File: src/rtl/fpu_arbiter_if.sv
// +--------------------------------------------------------------------+
// | fpu_arbiter_if : requester-side bus of the shared-fpu arbiter       |
// | Rev 1.0                                                            |
// +--------------------------------------------------------------------+
`default_nettype none

interface fpu_arbiter_if #(
  parameter int N_REQ = 4
) ();
  logic [N_REQ-1:0]    req;
  logic [32*N_REQ-1:0] op_a;
  logic [32*N_REQ-1:0] op_b;
  logic [N_REQ-1:0]    gnt;
  logic [N_REQ-1:0]    resp_valid;
  logic [31:0]         resp_data;
  logic [3:0]          resp_status;

  modport master (
    output req, op_a, op_b,
    input  gnt, resp_valid, resp_data, resp_status
  );

  modport slave (
    input  req, op_a, op_b,
    output gnt, resp_valid, resp_data, resp_status
  );
endinterface

`default_nettype wire

File: src/rtl/fpu_arbiter.sv
// +--------------------------------------------------------------------+
// | fpu_arbiter : round-robin sharing of one fpu between N_REQ clients  |
// | Rev 1.0                                                            |
// +--------------------------------------------------------------------+
`default_nettype none

module fpu_arbiter #(
  parameter int N_REQ   = 4,
  parameter int FPU_LAT = 5,
  parameter int CNT_W   = 16
) (
  input  wire logic             clock100KHz,
  input  wire logic             reset,
  fpu_arbiter_if.slave          bus,
  output logic                  busy,
  input  wire logic             flags_clr,
  output logic [2:0]            sticky_flags,
  output logic [CNT_W-1:0]      op_count,
  output logic [31:0]           fpu_op_a,
  output logic [31:0]           fpu_op_b,
  output logic                  fpu_rst_n,
  input  wire logic [31:0]      fpu_data,
  input  wire logic [3:0]       fpu_status
);

  localparam int IDX_W = (N_REQ > 1) ? $clog2(N_REQ) : 1;
  localparam int CW    = $clog2(FPU_LAT + 1);

  typedef enum logic [2:0] {
    S_IDLE    = 3'd0,
    S_GRANT   = 3'd1,
    S_RUN     = 3'd2,
    S_CAPTURE = 3'd3,
    S_RESP    = 3'd4
  } state_t;

  state_t           r_state, w_next;
  logic [IDX_W-1:0] r_idx, r_ptr, w_win;
  logic             w_found;
  logic [CW-1:0]    r_cnt;
  logic [31:0]      r_op_a, r_op_b, r_resp_data;
  logic [3:0]       r_resp_status;
  logic [2:0]       r_sticky, w_set;
  logic [CNT_W-1:0] r_op_count;
  logic             r_fpu_rst_n;

  function automatic logic [IDX_W-1:0] f_wrap(input int v);
    return IDX_W'(v % N_REQ);
  endfunction

  // First requester at or above the pointer, wrapping round.
  always_comb begin
    w_win   = '0;
    w_found = 1'b0;
    for (int k = 0; k < N_REQ; k++) begin
      if (!w_found && bus.req[f_wrap(int'(r_ptr) + k)]) begin
        w_found = 1'b1;
        w_win   = f_wrap(int'(r_ptr) + k);
      end
    end
  end

  always_ff @(posedge clock100KHz or negedge reset) begin
    if (!reset) r_state <= S_IDLE;
    else        r_state <= w_next;
  end

  always_comb begin
    w_next = r_state;
    case (r_state)
      S_IDLE:    if (w_found) w_next = S_GRANT;
      S_GRANT:   w_next = S_RUN;
      S_RUN:     if (r_cnt == CW'(FPU_LAT - 1)) w_next = S_CAPTURE;
      S_CAPTURE: w_next = S_RESP;
      S_RESP:    w_next = S_IDLE;
      default:   w_next = S_IDLE;
    endcase
  end

  always_comb begin
    w_set = 3'b000;
    if (r_state == S_RESP) begin
      case (r_resp_status)
        4'd1:    w_set = 3'b001;
        4'd2:    w_set = 3'b010;
        4'd3:    w_set = 3'b100;
        default: w_set = 3'b000;
      endcase
    end
  end

  always_ff @(posedge clock100KHz or negedge reset) begin
    if (!reset) begin
      r_idx         <= '0;
      r_ptr         <= '0;
      r_cnt         <= '0;
      r_op_a        <= '0;
      r_op_b        <= '0;
      r_resp_data   <= '0;
      r_resp_status <= '0;
      r_sticky      <= '0;
      r_op_count    <= '0;
      r_fpu_rst_n   <= 1'b0;
    end else begin
      case (r_state)
        S_IDLE: if (w_found) r_idx <= w_win;
        S_GRANT: begin
          r_op_a <= bus.op_a[{r_idx, 5'b00000} +: 32];
          r_op_b <= bus.op_b[{r_idx, 5'b00000} +: 32];
          r_ptr  <= (r_idx == IDX_W'(N_REQ - 1)) ? '0 : r_idx + 1'b1;
          r_cnt  <= '0;
        end
        S_RUN: r_cnt <= r_cnt + 1'b1;
        S_CAPTURE: begin
          r_resp_data   <= fpu_data;
          r_resp_status <= fpu_status;
        end
        S_RESP: r_op_count <= r_op_count + 1'b1;
        default: ;
      endcase
      // Registered so the fpu sees a clean one-cycle low pulse during GRANT.
      r_fpu_rst_n <= (w_next != S_GRANT);
      // A flag raised by the completing op survives a simultaneous clear.
      r_sticky    <= (flags_clr ? 3'b000 : r_sticky) | w_set;
    end
  end

  assign bus.gnt         = (r_state == S_GRANT) ? (N_REQ'(1) << r_idx) : '0;
  assign bus.resp_valid  = (r_state == S_RESP)  ? (N_REQ'(1) << r_idx) : '0;
  assign bus.resp_data   = r_resp_data;
  assign bus.resp_status = r_resp_status;
  assign busy            = (r_state != S_IDLE);
  assign sticky_flags    = r_sticky;
  assign op_count        = r_op_count;
  assign fpu_op_a        = r_op_a;
  assign fpu_op_b        = r_op_b;
  assign fpu_rst_n       = r_fpu_rst_n;

endmodule

`default_nettype wire

File: src/flat_wrapper.sv
// flat-port wrapper written by rule: the top's interface ports become plain ports
module fpu_arbiter_flat 
#(
  parameter int N_REQ   = 4,
  parameter int FPU_LAT = 5,
  parameter int CNT_W   = 16
)
  (clock100KHz, reset, busy, flags_clr, sticky_flags, op_count, fpu_op_a, fpu_op_b, fpu_rst_n, fpu_data, fpu_status, bus_req, bus_op_a, bus_op_b, bus_gnt, bus_resp_valid, bus_resp_data, bus_resp_status);
  fpu_arbiter_if #(.N_REQ(N_REQ)) bus_i ();
  input  wire logic clock100KHz;
  input  wire logic reset;
  output logic busy;
  input  wire logic flags_clr;
  output logic [2:0] sticky_flags;
  output logic [CNT_W-1:0] op_count;
  output logic [31:0] fpu_op_a;
  output logic [31:0] fpu_op_b;
  output logic fpu_rst_n;
  input  wire logic [31:0] fpu_data;
  input  wire logic [3:0] fpu_status;
  input wire logic [$bits(bus_i.req)-1:0] bus_req;
  input wire logic [$bits(bus_i.op_a)-1:0] bus_op_a;
  input wire logic [$bits(bus_i.op_b)-1:0] bus_op_b;
  output wire logic [$bits(bus_i.gnt)-1:0] bus_gnt;
  output wire logic [$bits(bus_i.resp_valid)-1:0] bus_resp_valid;
  output wire logic [$bits(bus_i.resp_data)-1:0] bus_resp_data;
  output wire logic [$bits(bus_i.resp_status)-1:0] bus_resp_status;
  assign bus_i.req = bus_req;
  assign bus_i.op_a = bus_op_a;
  assign bus_i.op_b = bus_op_b;
  assign bus_gnt = bus_i.gnt;
  assign bus_resp_valid = bus_i.resp_valid;
  assign bus_resp_data = bus_i.resp_data;
  assign bus_resp_status = bus_i.resp_status;
  fpu_arbiter #(.N_REQ(N_REQ), .FPU_LAT(FPU_LAT), .CNT_W(CNT_W)) u_core (.clock100KHz(clock100KHz), .reset(reset), .bus(bus_i), .busy(busy), .flags_clr(flags_clr), .sticky_flags(sticky_flags), .op_count(op_count), .fpu_op_a(fpu_op_a), .fpu_op_b(fpu_op_b), .fpu_rst_n(fpu_rst_n), .fpu_data(fpu_data), .fpu_status(fpu_status));
endmodule
File: config.mk
export PLATFORM = sky130hd
export DESIGN_NAME = fpu_arbiter_flat
export DESIGN_NICKNAME = d
export VERILOG_FILES = /design/src/rtl/fpu_arbiter_if.sv /design/src/rtl/fpu_arbiter.sv /design/src/flat_wrapper.sv
export SDC_FILE = /design/constraint.sdc
export NUM_CORES = 1
export LEC_CHECK = 0
export ABC_CLOCK_PERIOD_IN_PS = 2600
export CORE_AREA = 2 2 164 166
export CTS_CLUSTER_DIAMETER = 60
export DETAILED_ROUTE_END_ITERATION = 12
export DIE_AREA = 0 0 166 168
export HOLD_SLACK_MARGIN = 0.02
export PLACE_DENSITY = 0.72
export SLEW_MARGIN = 20
export SYNTH_ARGS = -nofsm -noshare
export SYNTH_HDL_FRONTEND = slang
export SYNTH_SLANG_ARGS = --single-unit
File: constraint.sdc
create_clock -name clock100KHz -period 2.6 [get_ports clock100KHz]
set_clock_uncertainty 0.05 [all_clocks]
set_input_delay 0.39 -clock clock100KHz [delete_from_list [all_inputs] [get_ports clock100KHz]]
set_output_delay 0.39 -clock clock100KHz [all_outputs]
set_load 0.01 [all_outputs]
==> metrics, run 1 <==
setup repair after global routing missed its margin no; maximum operating frequency 403.3 MHz; Internal Pwr Total 0.008597 W; buffers inserted by post-CTS timing repair 0; kind of critical path reg2out; #FFs+latches synth 130; destination of the worst register-to-register timing path u_core.bus.resp_data[26]; status complete, no violations; TritonCTS clock tree built; total track usage 0.1649; worst max-slew margin expressed relative to the limit 0.5620; synthesized netlist net count 744; first-iteration detailed-routing DRC count 207; largest cells by area after synthesis sky130_fd_sc_hd__dfrtp_1 47%, sky130_fd_sc_hd__mux4_2 21%, sky130_fd_sc_hd__mux2_2 12%, sky130_fd_sc_hd__mux2_4 6.3%, sky130_fd_sc_hd__buf_6 1.5%; floorplan core area 26350 sq um; switching fraction of total power 0.3170; maximum clock path buffer count 2; ratio of routed vias to standard cells 4.585; Pwr Density 1031 nW/um^2; area used by sequential logic in the layout 3262 sq um; GRT overflow 0; class of the tightest hold or removal check in2async; leakage power 4.862 nW; Filler cells 2397; Post-synth EDFFs 0; Critical Path Start Type register; cts bufs inserted 17; final sum of negative setup slack 0 ps; slack of the worst reg-to-reg path 660 ps; first-pass GRT wire length 35.32 mm; depth of the most critical reg-to-reg path 4; Routed WL per cell 18.78 um; register share of total power 0.285; detailed-route wire length 23.02 mm; count of antenna diodes in the layout 0; area grow syn2layout 76.74%; maximum ir drop on the vdd rail 0.0005038 V; drt first pass iters 4; number of cells produced by synthesis 438; share of power burned in combinational logic 0.521; number of port buffers 427; part of the cycle the worst path needs 0.9538; CTS Root Cell sky130_fd_sc_hd__clkbuf_16; y dimension of the die 168 um; worst stage delay on the critical path 560 ps; Final Max Tran Viols 0; fraction of layout cells with a size suffix above 1 0.2531; cell taking the most area after synthesis sky130_fd_sc_hd__dfrtp_1; Clock power frac 0.194; maximum number of pins on one net before global-route repair 53; nets 1179; number of global-route vias before repair 6170; sum of internal, switching and leakage power 0.01259 W; Crit path arrival time 2040 ps; min cycle time layout 2480 ps; starting density of the core 0.2622; worst-path cell chain nor3b_4 > buf_4 > and2_1 > clkdlybuf4s50_1; Warnings, synthesis 0; largest fanout of any net on the critical path 8; pin slew with the least headroom to its limit 657.0 ps; timing startpoint of the critical path u_core.r_state[1]; async set or reset register ratio after synthesis 1.000; FP Rows 60; area of the multi-input gates 3441 sq um; estimated wirelength of the detail-placed design 18.82 mm; top flip-flop cell by instance count after synthesis sky130_fd_sc_hd__dfrtp_1; latest clock arrival within the worst-skew pair 410 ps; CTS clock-pin slew for the worst setup and hold paths 60 ps; detailed-route DRC error count 0; number of antenna violations at the first check in global routing 1; net load switching power 0.003989 W; Die Outline Area 27890 sq um; mapped cell area 6908 sq um; number of H-tree levels 4; hold violation total from the final report 0; boundary pin count 428; remaining number of nets flagged by the antenna check after routing 0; sequential-to-total area share from yosys stat 0.4709; area share of the largest cell type after synthesis 0.4709; post-synthesis cell type count 42; Worst R2R Start u_core.r_state[1]; Setup violations, final 0; total number of vias 5621; # clock sinks 130; nature of the critical path endpoint output port; per-instance average area after synthesis 15.77 sq um; required time reported for the critical path endpoint 2160 ps; weighted congestion at the end of routability-driven global placement 0.8301; die extent in x 166 um; standard cell with the maximum stage delay on the critical path sky130_fd_sc_hd__clkdlybuf4s50_1; Max Cap Violations 0
==> worst max-delay path by stage <==
stage / end / slack (ps) / cells after the start
detailed placement: u_core.r_idx[1] / 250 / 5
global route: bus_resp_valid[3] / 30 / 4
finish: bus_resp_valid[3] / 120 / 4
global placement: u_core.r_idx[1] / 280 / 5
CTS: bus_gnt[2] / 4 / 4
floorplan: bus_gnt[0] / 810 / 5
==> critical path, delay by kind of cell, from the launching register on <==
family | cells | cell delay (ps)
buf+inv | 2 | 760
flops | 1 | 480
simple gates | 2 | 400
==> per-stage QoR <==
step                      cell area, sq um  hold WS [ps]  setup WS, ps    util  std cells
final                                12210         408.4         120.2  0.4633       1226
after global routing                 12210         425.1         31.33  0.4633       1226
after CTS                            12200         402.9         4.366  0.4631       1226
after detailed placement             11580         283.8         254.4  0.4396       1194
after global placement               11580         280.7         283.1  0.4396       1194
after floorplan                       6908         44.41         806.0       -        438
==> cell type report <==
| class | instances | area share |
|---|---|---|
| Inverter | 10 | 0.003074 |
| Clock inverter | 11 | 0.01261 |
| Tap cell | 341 | 0.03495 |
| Clock buffer | 20 | 0.03659 |
| Sequential cell | 130 | 0.2672 |
| Multi-Input combinational cell | 269 | 0.2818 |
| Timing Repair Buffer | 445 | 0.3638 |
==> synth_stat cells (3+ instances only) <==
cell type                  count
sky130_fd_sc_hd__clkbuf_1      5
sky130_fd_sc_hd__a21oi_1       5
sky130_fd_sc_hd__dfrtp_1     130
sky130_fd_sc_hd__o21ai_0       8
sky130_fd_sc_hd__xor2_1        7
sky130_fd_sc_hd__mux4_2       64
sky130_fd_sc_hd__ha_1          7
sky130_fd_sc_hd__and2_1        9
sky130_fd_sc_hd__inv_1         8
sky130_fd_sc_hd__mux2_2       73
sky130_fd_sc_hd__nand2_1       7
sky130_fd_sc_hd__buf_2        11
sky130_fd_sc_hd__buf_6         9
sky130_fd_sc_hd__nand3_1       7
sky130_fd_sc_hd__xnor2_1       9
sky130_fd_sc_hd__nor3_1        4
sky130_fd_sc_hd__nor2b_1       3
sky130_fd_sc_hd__mux2_4       29
sky130_fd_sc_hd__and4_1        5
sky130_fd_sc_hd__nor2_1        7
sky130_fd_sc_hd__buf_1         4
==> logic make-up (layout without fill, tap and decap cells) <==
family | count (synthesis) | in the layout | share of synthesized area
mux | 167 | 167 | 0.3921
flops | 130 | 130 | 0.4709
simple gates | 56 | 56 | 0.04909
buf+inv | 39 | 486 | 0.03297
compound gates | 23 | 23 | 0.02192
xor+xnor | 16 | 16 | 0.02029
fa+ha+maj | 7 | 7 | 0.01268
==> power groups by stage <==
stage	clock network (W)	registers [W]	logic [W]
after CTS	0.00251	0.00359	0.00666
after floorplan	0	0.00386	0.00331
after global placement	0	0.00357	0.00657
final	0.00244	0.00359	0.00656
after global routing	0.00262	0.00372	0.00697
after detailed placement	0	0.00359	0.00665
==> sequential cells by signal (all words and copies together), names as in the netlist <==
| name | count |
|---|---|
| u_core.bus.resp_data | 32 |
| u_core.bus.resp_status | 4 |
| u_core.fpu_op_a | 32 |
| u_core.fpu_op_b | 32 |
| u_core.fpu_rst_n | 1 |
| u_core.op_count | 16 |
| u_core.r_cnt | 3 |
| u_core.r_idx | 2 |
| u_core.r_ptr | 2 |
| u_core.r_state | 3 |
| u_core.sticky_flags | 3 |
==> layout by cell type, fill, tap and decap left out, drive strengths merged, types with 2 or more instances in the layout <==
cell type / Yosys / final
a21oi: 5 / 5
a32o: 2 / 2
and2: 9 / 9
and4: 5 / 5
buf: 24 / 18
bufinv: 0 / 3
clkbuf: 5 / 20
clkdlybuf4s50: 0 / 426
clkinv: 0 / 3
clkinvlp: 0 / 2
dfrtp: 130 / 130
ha: 7 / 7
inv: 10 / 13
mux2: 102 / 102
mux4: 64 / 64
nand2: 7 / 7
nand3: 7 / 7
nand3b: 2 / 2
nand4: 2 / 2
nor2: 7 / 7
nor2b: 3 / 3
nor3: 5 / 5
o21ai: 8 / 8
o2bb2ai: 2 / 2
or3: 2 / 2
xnor2: 9 / 9
xor2: 7 / 7
==> per-layer routing <==
metal	vias to the layer above	routed length, um	GRT usage
li1	2547	-	-
met4	0	525	0.05482
met2	237	11770	0.2854
met1	2807	9074	0.1956
met5	-	0	0
met3	30	1650	0.05078
==> timing repair <==
action | in CTS | in global routing
hold buffers | 1 | 0
resized for setup | 2 | 3
endpoints found under the setup margin | 2 | 8
endpoints found under the hold margin | 38 | 0
pin swaps | 0 | 0
Power figures use the tool's default switching activity.
==> inputs of run 2 (changes only) <==
--- a/config.mk
+++ b/config.mk
@@ -6,12 +6,14 @@
 export NUM_CORES = 1
 export LEC_CHECK = 0
 export ABC_CLOCK_PERIOD_IN_PS = 2600
-export CORE_AREA = 2 2 164 166
+export CELL_PAD_IN_SITES_DETAIL_PLACEMENT = 1
+export CELL_PAD_IN_SITES_GLOBAL_PLACEMENT = 1
+export CORE_AREA = 2 2 167 169
 export CTS_CLUSTER_DIAMETER = 60
 export DETAILED_ROUTE_END_ITERATION = 12
-export DIE_AREA = 0 0 166 168
+export DIE_AREA = 0 0 169 171
 export HOLD_SLACK_MARGIN = 0.02
-export PLACE_DENSITY = 0.72
+export PLACE_DENSITY = 0.85
 export SLEW_MARGIN = 20
 export SYNTH_ARGS = -nofsm -noshare
 export SYNTH_HDL_FRONTEND = slang
==> run 2 against run 1 <==
Against the previous run:
- clock-buffer cell count down 3
- core utilization down 1.7 points
- die area up 3.6%
- critical path type unchanged
- critical endpoint is now bus_resp_valid[0]
- largest cell class unchanged
==> metrics, run 2 (same netlist as run 1, synthesis figures left out) <==
number of global-route vias before repair 6458; leakage power 4.858 nW; detailed-route wire length 25.81 mm; GRT overflow 0; Pwr Density 1043 nW/um^2; Die Outline Area 28900 sq um; part of the cycle the worst path needs 0.9364; hold_ws 428.3 ps; ratio of routed vias to standard cells 4.644; worst-path cell chain nor3b_4 > and2_1 > clkdlybuf4s50_1; TritonCTS clock tree built; # clock sinks 130; count of antenna diodes in the layout 0; FP Rows 61; CTS clock-pin slew for the worst setup and hold paths 70 ps; Crit path arrival time 1990 ps; CTS Root Cell sky130_fd_sc_hd__clkbuf_16; boundary pin count 428; drt first pass iters 4; Routed WL per cell 20.98 um; Setup violations, final 0; first-iteration detailed-routing DRC count 367; Max Cap Violations 0; worst stage delay on the critical path 540 ps; largest fanout of any net on the critical path 10; starting density of the core 0.2528; worst max-slew margin expressed relative to the limit 0.5621; min cycle time layout 2435 ps; maximum operating frequency 410.7 MHz; Final Max Tran Viols 0; number of port buffers 427; status complete, no violations; total track usage 0.1788; y dimension of the die 171 um; commonest non-fill, non-tap cell in the layout sky130_fd_sc_hd__clkdlybuf4s50_1; commonest cells after routing, fill and taps aside 426 x sky130_fd_sc_hd__clkdlybuf4s50_1, 126 x sky130_fd_sc_hd__dfrtp_1, 73 x sky130_fd_sc_hd__mux2_2, 64 x sky130_fd_sc_hd__mux4_2, 29 x sky130_fd_sc_hd__mux2_4; hold violation total from the final report 0; Critical Path Start Type register; Filler cells 2809; maximum ir drop on the vdd rail 0.0004762 V; latest clock arrival within the worst-skew pair 410 ps; maximum number of pins on one net before global-route repair 56; pin slew with the least headroom to its limit 656.8 ps; required time reported for the critical path endpoint 2160 ps; fraction of layout cells with a size suffix above 1 0.2534; class of the tightest hold or removal check reg2reg; setup repair after global routing missed its margin no; die extent in x 169 um; maximum clock path buffer count 2; area grow syn2layout 76.69%; estimated wirelength of the detail-placed design 20.54 mm; nets 1177; number of antenna violations at the first check in global routing 1; detailed-route DRC error count 0; kind of critical path reg2out; remaining number of nets flagged by the antenna check after routing 0; number of H-tree levels 4; nature of the critical path endpoint output port; cts bufs inserted 17; total number of vias 5712; floorplan core area 27320 sq um; first-pass GRT wire length 38.52 mm; final sum of negative setup slack 0 ps; standard cell with the maximum stage delay on the critical path sky130_fd_sc_hd__clkdlybuf4s50_1; weighted congestion at the end of routability-driven global placement 0.9146
run 2: changes by cell type in the layout (fill, tap and decap cells not counted), moves of 2 or more:
cell and delta:
sky130_fd_sc_hd__buf_4 -2, sky130_fd_sc_hd__clkbuf_1 -2, sky130_fd_sc_hd__inv_6 +2, sky130_fd_sc_hd__inv_8 +2
run 2: through the flow:
stage	utilization	instance area [sq um]	worst slack (ps)	instances	total power [W]
finish	0.4467	12210	165.4	1230	0.01274
global route	0.4467	12210	64.49	1230	0.01347
CTS	0.4453	12170	4.078	1225	0.01290
detailed placement	0.4227	11550	388.9	1192	0.01032
global placement	0.4227	11550	441.1	1192	0.01012
floorplan	-	6908	806.0	438	0.007171
run 2: critical path, delay by kind of cell (launching register included):
kind                   cells  cell delay (ps)
buffers and inverters      1              540
flip-flops                 1              520
AND/OR/NAND/NOR            2              520
run 2: final timing paths:
kind | startpoint | cells after the start | slack [ps] | endpoint
min in group asynchronous | reset | 2 | 460 | u_core.fpu_op_b[2]
setup / recovery | u_core.r_state[1] | 3 | 170 | bus_resp_valid[0]
max in group asynchronous | reset | 3 | 1210 | u_core.r_state[1]
setup reg to reg | u_core.r_state[0] | 5 | 520 | u_core.fpu_op_a[10]
hold reg to reg | u_core.op_count[15] | 1 | 430 | u_core.op_count[15]
hold / removal | u_core.op_count[15] | 1 | 430 | u_core.op_count[15]
run 2: routing by layer:
layer,share of wire,vias to the layer above,GRT usage
met5,0,-,0
li1,-,2542,-
met1,0.39,2900,0.2112
met4,0.016,0,0.04794
met3,0.074,27,0.05344
met2,0.52,243,0.3170
run 2: where the power goes:
group | internal, W | total, W | switching [W]
Sequential | 0.00297 | 0.00363 | 0.000660
Clock | 0.00144 | 0.00247 | 0.00103
Combinational | 0.00409 | 0.00664 | 0.00254
run 2: layout make-up:
| cell class | instances | area, sq um | share of cell area |
|---|---|---|---|
| repair buffers | 443 | 4436 | 0.3634 |
| multi-input cells | 269 | 3441 | 0.2819 |
| flip-flops and latches | 130 | 3261 | 0.2671 |
| well taps | 346 | 432.9 | 0.03547 |
| clock buffers | 17 | 425.4 | 0.03485 |
| clock inverters | 15 | 172.7 | 0.01415 |
| inverters | 10 | 37.54 | 0.003075 |
run 2: timing repair:
| item | in CTS | in global routing |
|---|---|---|
| hold endpoints to repair | 53 | 0 |
| gates resized for setup | 2 | 1 |
| endpoints found under the setup margin | 8 | 8 |
| hold buffers | 1 | 0 |
| pin swaps | 0 | 2 |
| buffers inserted | 0 | 5 |
